===== src/rtl/snitch_icache_tag_ctrl.sv =====
// rtl/snitch_icache_tag_ctrl.sv - tag SRAM initiator: init/flush sweep, refill tag writes, lookups
// Tag word layout is {valid, error, tag}; read words arrive one cycle after a read request.
module snitch_icache_tag_ctrl #(
  parameter int WAY_COUNT   = 4,
  parameter int LINE_COUNT  = 128,
  parameter int TAG_WIDTH   = 20,
  parameter int COUNT_ALIGN = $clog2(LINE_COUNT)
) (
  input  logic                               clk_i,
  input  logic                               rst_ni,
  input  logic                               flush_valid_i,
  output logic                               flush_ready_o,
  input  logic                               lookup_valid_i,
  output logic                               lookup_ready_o,
  input  logic [COUNT_ALIGN-1:0]             lookup_addr_i,
  input  logic [TAG_WIDTH-1:0]               lookup_tag_i,
  output logic                               lookup_rsp_valid_o,
  output logic                               lookup_hit_o,
  output logic [WAY_COUNT-1:0]               lookup_way_o,
  output logic                               lookup_error_o,
  input  logic                               write_valid_i,
  output logic                               write_ready_o,
  input  logic [COUNT_ALIGN-1:0]             write_addr_i,
  input  logic [$clog2(WAY_COUNT)-1:0]       write_way_i,
  input  logic [TAG_WIDTH-1:0]               write_tag_i,
  input  logic                               write_error_i,
  output logic [WAY_COUNT-1:0]               ram_enable_o,
  output logic                               ram_write_o,
  output logic [COUNT_ALIGN-1:0]             ram_addr_o,
  output logic [TAG_WIDTH+1:0]               ram_wtag_o,
  input  logic [WAY_COUNT*(TAG_WIDTH+2)-1:0] ram_rtag_i
);
  localparam int WordW = TAG_WIDTH + 2;
  localparam logic [COUNT_ALIGN-1:0] LastLine = COUNT_ALIGN'(LINE_COUNT - 1);

  typedef enum logic [1:0] {S_INIT, S_IDLE, S_FLUSH} state_e;

  state_e                 r_state;
  state_e                 w_state_next;
  logic [COUNT_ALIGN-1:0] r_cnt;
  logic [COUNT_ALIGN-1:0] w_cnt_next;
  logic                   r_inflight;
  logic [TAG_WIDTH-1:0]   r_tag;
  logic                   w_write_fire;
  logic                   w_lookup_fire;
  logic [WAY_COUNT-1:0]   w_way_onehot;
  logic [WAY_COUNT-1:0]   w_hit;
  logic [WAY_COUNT-1:0]   w_first;
  logic                   w_err;

  // A pending flush blocks both request types so the sweep starts on a quiet bank.
  assign write_ready_o  = (r_state == S_IDLE) && !flush_valid_i;
  assign lookup_ready_o = (r_state == S_IDLE) && !flush_valid_i && !write_valid_i;
  assign w_write_fire   = write_valid_i && write_ready_o;
  assign w_lookup_fire  = lookup_valid_i && lookup_ready_o;
  assign w_way_onehot   = WAY_COUNT'(1) << write_way_i;

  always_ff @(posedge clk_i or negedge rst_ni) begin
    if (!rst_ni) begin
      r_state    <= S_INIT;
      r_cnt      <= '0;
      r_inflight <= 1'b0;
      r_tag      <= '0;
    end else begin
      r_state    <= w_state_next;
      r_cnt      <= w_cnt_next;
      r_inflight <= w_lookup_fire;
      if (w_lookup_fire) begin
        r_tag <= lookup_tag_i;
      end
    end
  end

  always_comb begin
    w_state_next  = r_state;
    w_cnt_next    = r_cnt;
    ram_enable_o  = '0;
    ram_write_o   = 1'b0;
    ram_addr_o    = '0;
    ram_wtag_o    = '0;
    flush_ready_o = 1'b0;
    case (r_state)
      S_INIT, S_FLUSH: begin
        ram_enable_o = '1;
        ram_write_o  = 1'b1;
        ram_addr_o   = r_cnt;
        w_cnt_next   = r_cnt + 1'b1;
        if (r_cnt == LastLine) begin
          w_cnt_next    = '0;
          w_state_next  = S_IDLE;
          flush_ready_o = (r_state == S_FLUSH);
        end
      end
      S_IDLE: begin
        if (flush_valid_i) begin
          w_state_next = S_FLUSH;
        end else if (w_write_fire) begin
          ram_enable_o = w_way_onehot;
          ram_write_o  = 1'b1;
          ram_addr_o   = write_addr_i;
          ram_wtag_o   = {1'b1, write_error_i, write_tag_i};
        end else if (w_lookup_fire) begin
          ram_enable_o = '1;
          ram_addr_o   = lookup_addr_i;
        end
      end
      default: begin
        w_state_next = S_INIT;
        w_cnt_next   = '0;
      end
    endcase
  end

  // Lowest-index hit wins when several ways hold the same valid tag.
  always_comb begin
    w_hit = '0;
    w_err = 1'b0;
    for (int w = 0; w < WAY_COUNT; w++) begin
      w_hit[w] = ram_rtag_i[w*WordW + TAG_WIDTH + 1] &&
                 (ram_rtag_i[w*WordW +: TAG_WIDTH] == r_tag);
    end
    w_first = w_hit & (~w_hit + WAY_COUNT'(1));
    for (int w = 0; w < WAY_COUNT; w++) begin
      w_err = w_err | (w_first[w] & ram_rtag_i[w*WordW + TAG_WIDTH]);
    end
  end

  assign lookup_rsp_valid_o = r_inflight;
  assign lookup_hit_o       = r_inflight & (|w_hit);
  assign lookup_way_o       = r_inflight ? w_first : '0;
  assign lookup_error_o     = r_inflight & w_err;

endmodule


===== config.mk =====
export PLATFORM = sky130hd
export DESIGN_NAME = snitch_icache_tag_ctrl
export DESIGN_NICKNAME = d
export VERILOG_FILES = /design/src/rtl/snitch_icache_tag_ctrl.sv
export SDC_FILE = /design/constraint.sdc
export NUM_CORES = 1
export LEC_CHECK = 0
export ABC_AREA = 0
export CAP_MARGIN = 20
export CORE_ASPECT_RATIO = 1.2
export CORE_MARGIN = 2
export CORE_UTILIZATION = 35
export DETAILED_ROUTE_END_ITERATION = 8
export DONT_BUFFER_PORTS = 1
export PLACE_DENSITY = 0.55
export SYNTH_ARGS = -nofsm -noshare
export SYNTH_HDL_FRONTEND = slang
export SYNTH_SLANG_ARGS = --single-unit

===== constraint.sdc =====
create_clock -name clk_i -period 2.85 [get_ports clk_i]
set_input_delay 0.285 -clock clk_i [delete_from_list [all_inputs] [get_ports clk_i]]
set_output_delay 0.285 -clock clk_i [all_outputs]
set_load 0.005 [all_outputs]

==> metrics.log, run 1 <==
[metrics] via count of the routed design: 2207
[metrics] most common cell in the synthesized netlist: sky130_fd_sc_hd__nand2_1
[metrics] VDD IR max: 0.3609 mV
[metrics] top-area cell type share of the netlist area: 0.2824
[metrics] Post-Route Setup TNS: 0 ps
[metrics] placed instance count: 387
[metrics] number of global-route vias before repair: 2257
[metrics] Pwr Total: 1.485 mW
[metrics] worst setup margin: 139.5 ps
[metrics] overall die area: 8313 um^2
[metrics] clock tree from TritonCTS: built
[metrics] net total in the final layout: 458
[metrics] fraction of power consumed by the clock network: 0.369
[metrics] startpoint type of the worst setup path: register
[metrics] cell internal pwr: 1.063 mW
[metrics] gp weighted congestion: 0.9213
[metrics] register share of total power: 0.400
[metrics] vertical die dimension: 99.48 um
[metrics] drt initial violations: 76
[metrics] residual antenna-violating net count after detailed routing: 0
[metrics] max cap viols: 0
[metrics] kind of cell adding the most delay to the critical path: simple AND/OR/NAND/NOR gates
[metrics] Leakage: 1.270 nW
[metrics] smallest hold slack: 106.2 ps
[metrics] share of flip-flops with an asynchronous set or reset: 1.000
[metrics] final setup vio count: 0
[metrics] Detailed Place HPWL: 6954 um
[metrics] relative area change from synthesis to final layout: 6.682%
[metrics] worst hold-check path type: primary input to register
[metrics] Ant. Diodes: 0
[metrics] highest fanout seen on the critical path: 5
[metrics] result of the run: finished, final reports clean
[metrics] number of enable flip-flop cells after synthesis: 0
[metrics] final standard cell area without fillers: 2836 um^2
[metrics] Worst Skew: 7.470 ps
[metrics] pwr dens: 523.4 nW/um^2
[metrics] cell type contributing the most total cell area after synthesis: sky130_fd_sc_hd__dfrtp_1
[metrics] initial core utilization: 0.3634
[metrics] Floorplan Core Area: 7317 um^2
[metrics] buffers from clock root to sink, at most: 2
[metrics] Arrival @ worst endpoint: 2430 ps
[metrics] WL per Instance: 21.31 um
[metrics] I/O pin cnt: 194
[metrics] leading register cell type out of synthesis: sky130_fd_sc_hd__dfrtp_1
[metrics] GRT Residual Overflow: 0
[metrics] ranking of synthesized cells by instance count: 68 x sky130_fd_sc_hd__nand2_1, 58 x sky130_fd_sc_hd__xnor2_1, 30 x sky130_fd_sc_hd__dfrtp_1
[metrics] crit path buf inv count: 0
[metrics] CP peak stage delay: 580 ps
[metrics] proportion of layout cells with a drive suffix above 1: 0.09091
[metrics] Synthesized Nets: 475
[metrics] top post-synthesis cells by area: sky130_fd_sc_hd__dfrtp_1 28%, sky130_fd_sc_hd__xnor2_1 19%, sky130_fd_sc_hd__nand2_1 9.6%
[metrics] net switching power: 0.4216 mW
[metrics] number of hold-slack violations in the final timing report: 0
[metrics] number of library cell types mapped by synthesis: 39
[metrics] Crit Path Category: register to primary output
[metrics] clock network latency to the later pin of the worst-skew pair: 280 ps
[metrics] Setup Slack @ Placement: 325.1 ps
[metrics] Critical Path End Type: primary output
[metrics] maximum clock rate: 0.3689 GHz
[metrics] setup repair after global routing missed its margin: no
[metrics] die width: 83.57 um
[metrics] total of fill cells in the finished design: 750
[metrics] antenna violations before repair: 0
[metrics] time the final worst path needs with I/O delays and setup: 2711 ps
[metrics] DRC viols: 0
[metrics] root buffer cell: sky130_fd_sc_hd__clkbuf_8
[metrics] H-tree depth reported by CTS: 2
[metrics] part of the cycle the worst path needs: 0.9511
[metrics] fin cells: 398
[metrics] Worst Tran Pin Value: 516.2 ps
[metrics] critical-path cell list: xor2_1 > nor4_2 > nand4_1 > or4_4 > nor4b_4 > a2111o_1
[metrics] FP Rows: 34
[metrics] sequential share of the synthesized area: 0.2824
[metrics] yosys warns: 0
[metrics] Switching Fraction: 0.2840
[metrics] number of buffers inserted by port buffering: 0
[metrics] routed wire length: 8480 um
[metrics] Clock Pin Slew Worst Setup and Hold Paths: 70 ps
[metrics] critical path data required time: 2570 ps
[metrics] pin count of the biggest net entering global routing: 31
[metrics] overall routing resource usage: 0.1973
[metrics] Sinks on Clock Net: 30
[metrics] number of buffers created by CTS: 5
[metrics] cell type of the slowest stage on the worst timing path: sky130_fd_sc_hd__or4_4
[metrics] Avg Synthesized Cell Area: 8.206 um^2
[metrics] Max Slew Vio Count: 0
[metrics] placed inst area: 2640 um^2
[metrics] post-layout utilization of the core: 0.3877
[metrics] detail-routed via count per cell: 5.545
[metrics] wire length of the first global-routing pass: 12690 um
[metrics] post-synth design cell area: 2659 um^2
[metrics] gate count of the mapped netlist: 324
[metrics] proportion of power drawn by combinational gates: 0.231
[metrics] flops & latches, synth: 30
[metrics] relative max-transition margin: 0.6515
[metrics] DRT Pass-1 Iters: 4
[cell usage in the layout (no fill, tap or decap), types with 4 or more instances in the layout]
master and count:
sky130_fd_sc_hd__nor2_1 5, sky130_fd_sc_hd__nand2_1 68, sky130_fd_sc_hd__clkbuf_8 6, sky130_fd_sc_hd__o21ai_0 5, sky130_fd_sc_hd__xor2_1 23, sky130_fd_sc_hd__and3_1 25
sky130_fd_sc_hd__nor2b_1 9, sky130_fd_sc_hd__xnor2_1 58, sky130_fd_sc_hd__a221o_1 7, sky130_fd_sc_hd__nand3_1 9, sky130_fd_sc_hd__nor4_1 6, sky130_fd_sc_hd__nand4_1 15
sky130_fd_sc_hd__buf_4 4, sky130_fd_sc_hd__dfrtp_1 27
[layout make-up]
class	instances	area (um^2)	share of cell area
Tap cell	90	112.6	0.03970
Clock buffer	6	82.58	0.02911
Inverter	4	15.01	0.005293
Multi-Input combinational cell	260	1752	0.6176
Sequential cell	30	754.5	0.2660
Clock inverter	2	60.06	0.02117
Timing Repair Buffer	6	60.06	0.02117
[registers in the layout, indices dropped and copies added, names as in the netlist]
register            flops
lookup_rsp_valid_o      1
r_cnt                   7
r_state                 2
r_tag                  20
[power groups by stage]
stage	combinational [mW]	clock, mW	sequential [mW]
final	0.344	0.548	0.593
after detailed placement	0.329	0	0.598
after CTS	0.348	0.560	0.592
after floorplan	0.328	0	0.547
after global placement	0.327	0	0.598
after global routing	0.386	0.578	0.609
[path summary, 6_finish.rpt]
check                                      from        endpoint  slack [ps]  cells after the start
worst max-delay path                  r_tag[12]  lookup_error_o         140                      6
worst min-delay path            lookup_tag_i[2]        r_tag[2]         110                      2
worst max register to register         r_cnt[0]        r_cnt[3]        1030                      7
worst min register to register         r_cnt[3]        r_cnt[3]         540                      1
max in group asynchronous                rst_ni       r_tag[13]        2180                      2
min in group asynchronous                rst_ni       r_tag[17]         480                      2
[what timing repair did]
item,in CTS,in global routing
setup buffers,0,1
resized for setup,1,4
hold buffers,2,0
endpoints found under the hold margin,30,0
pin swaps,0,1
endpoints found under the setup margin,1,1
[worst reg2reg max path, cell delays in order, from the launching register on]
cell,delay [ps]
sky130_fd_sc_hd__dfrtp_1,440
sky130_fd_sc_hd__ha_1,240
sky130_fd_sc_hd__and3_1,220
sky130_fd_sc_hd__and3_1,220
sky130_fd_sc_hd__a21oi_1,300
sky130_fd_sc_hd__a21oi_1,100
sky130_fd_sc_hd__nand2b_1,160
sky130_fd_sc_hd__o31ai_1,60
[per-layer routing]
metal | up-vias | routed length (um) | track usage
met5 | - | 0 | 0
met4 | 0 | 122 | 0.05211
met3 | 8 | 809 | 0.06971
met2 | 119 | 4402 | 0.3514
met1 | 1028 | 3146 | 0.2246
li1 | 1052 | - | -
[cells by family (layout without fill, tap and decap cells)]
kind of cell | count (synthesis) | count (layout) | share of synthesized area
compound gates | 24 | 24 | 0.07200
xor+xnor | 82 | 82 | 0.2729
fa+ha+maj | 1 | 1 | 0.004705
buf+inv | 34 | 18 | 0.06353
flops | 30 | 30 | 0.2824
simple gates | 153 | 153 | 0.3045
No activity file was read; power rests on OpenSTA's default activity.
==> run 2, diff against run 1 <==
- CAP_MARGIN: 20 -> 5
==> results of run 2 <==
Same layout as run 1: the final DEF is identical, and so are final timing and power.
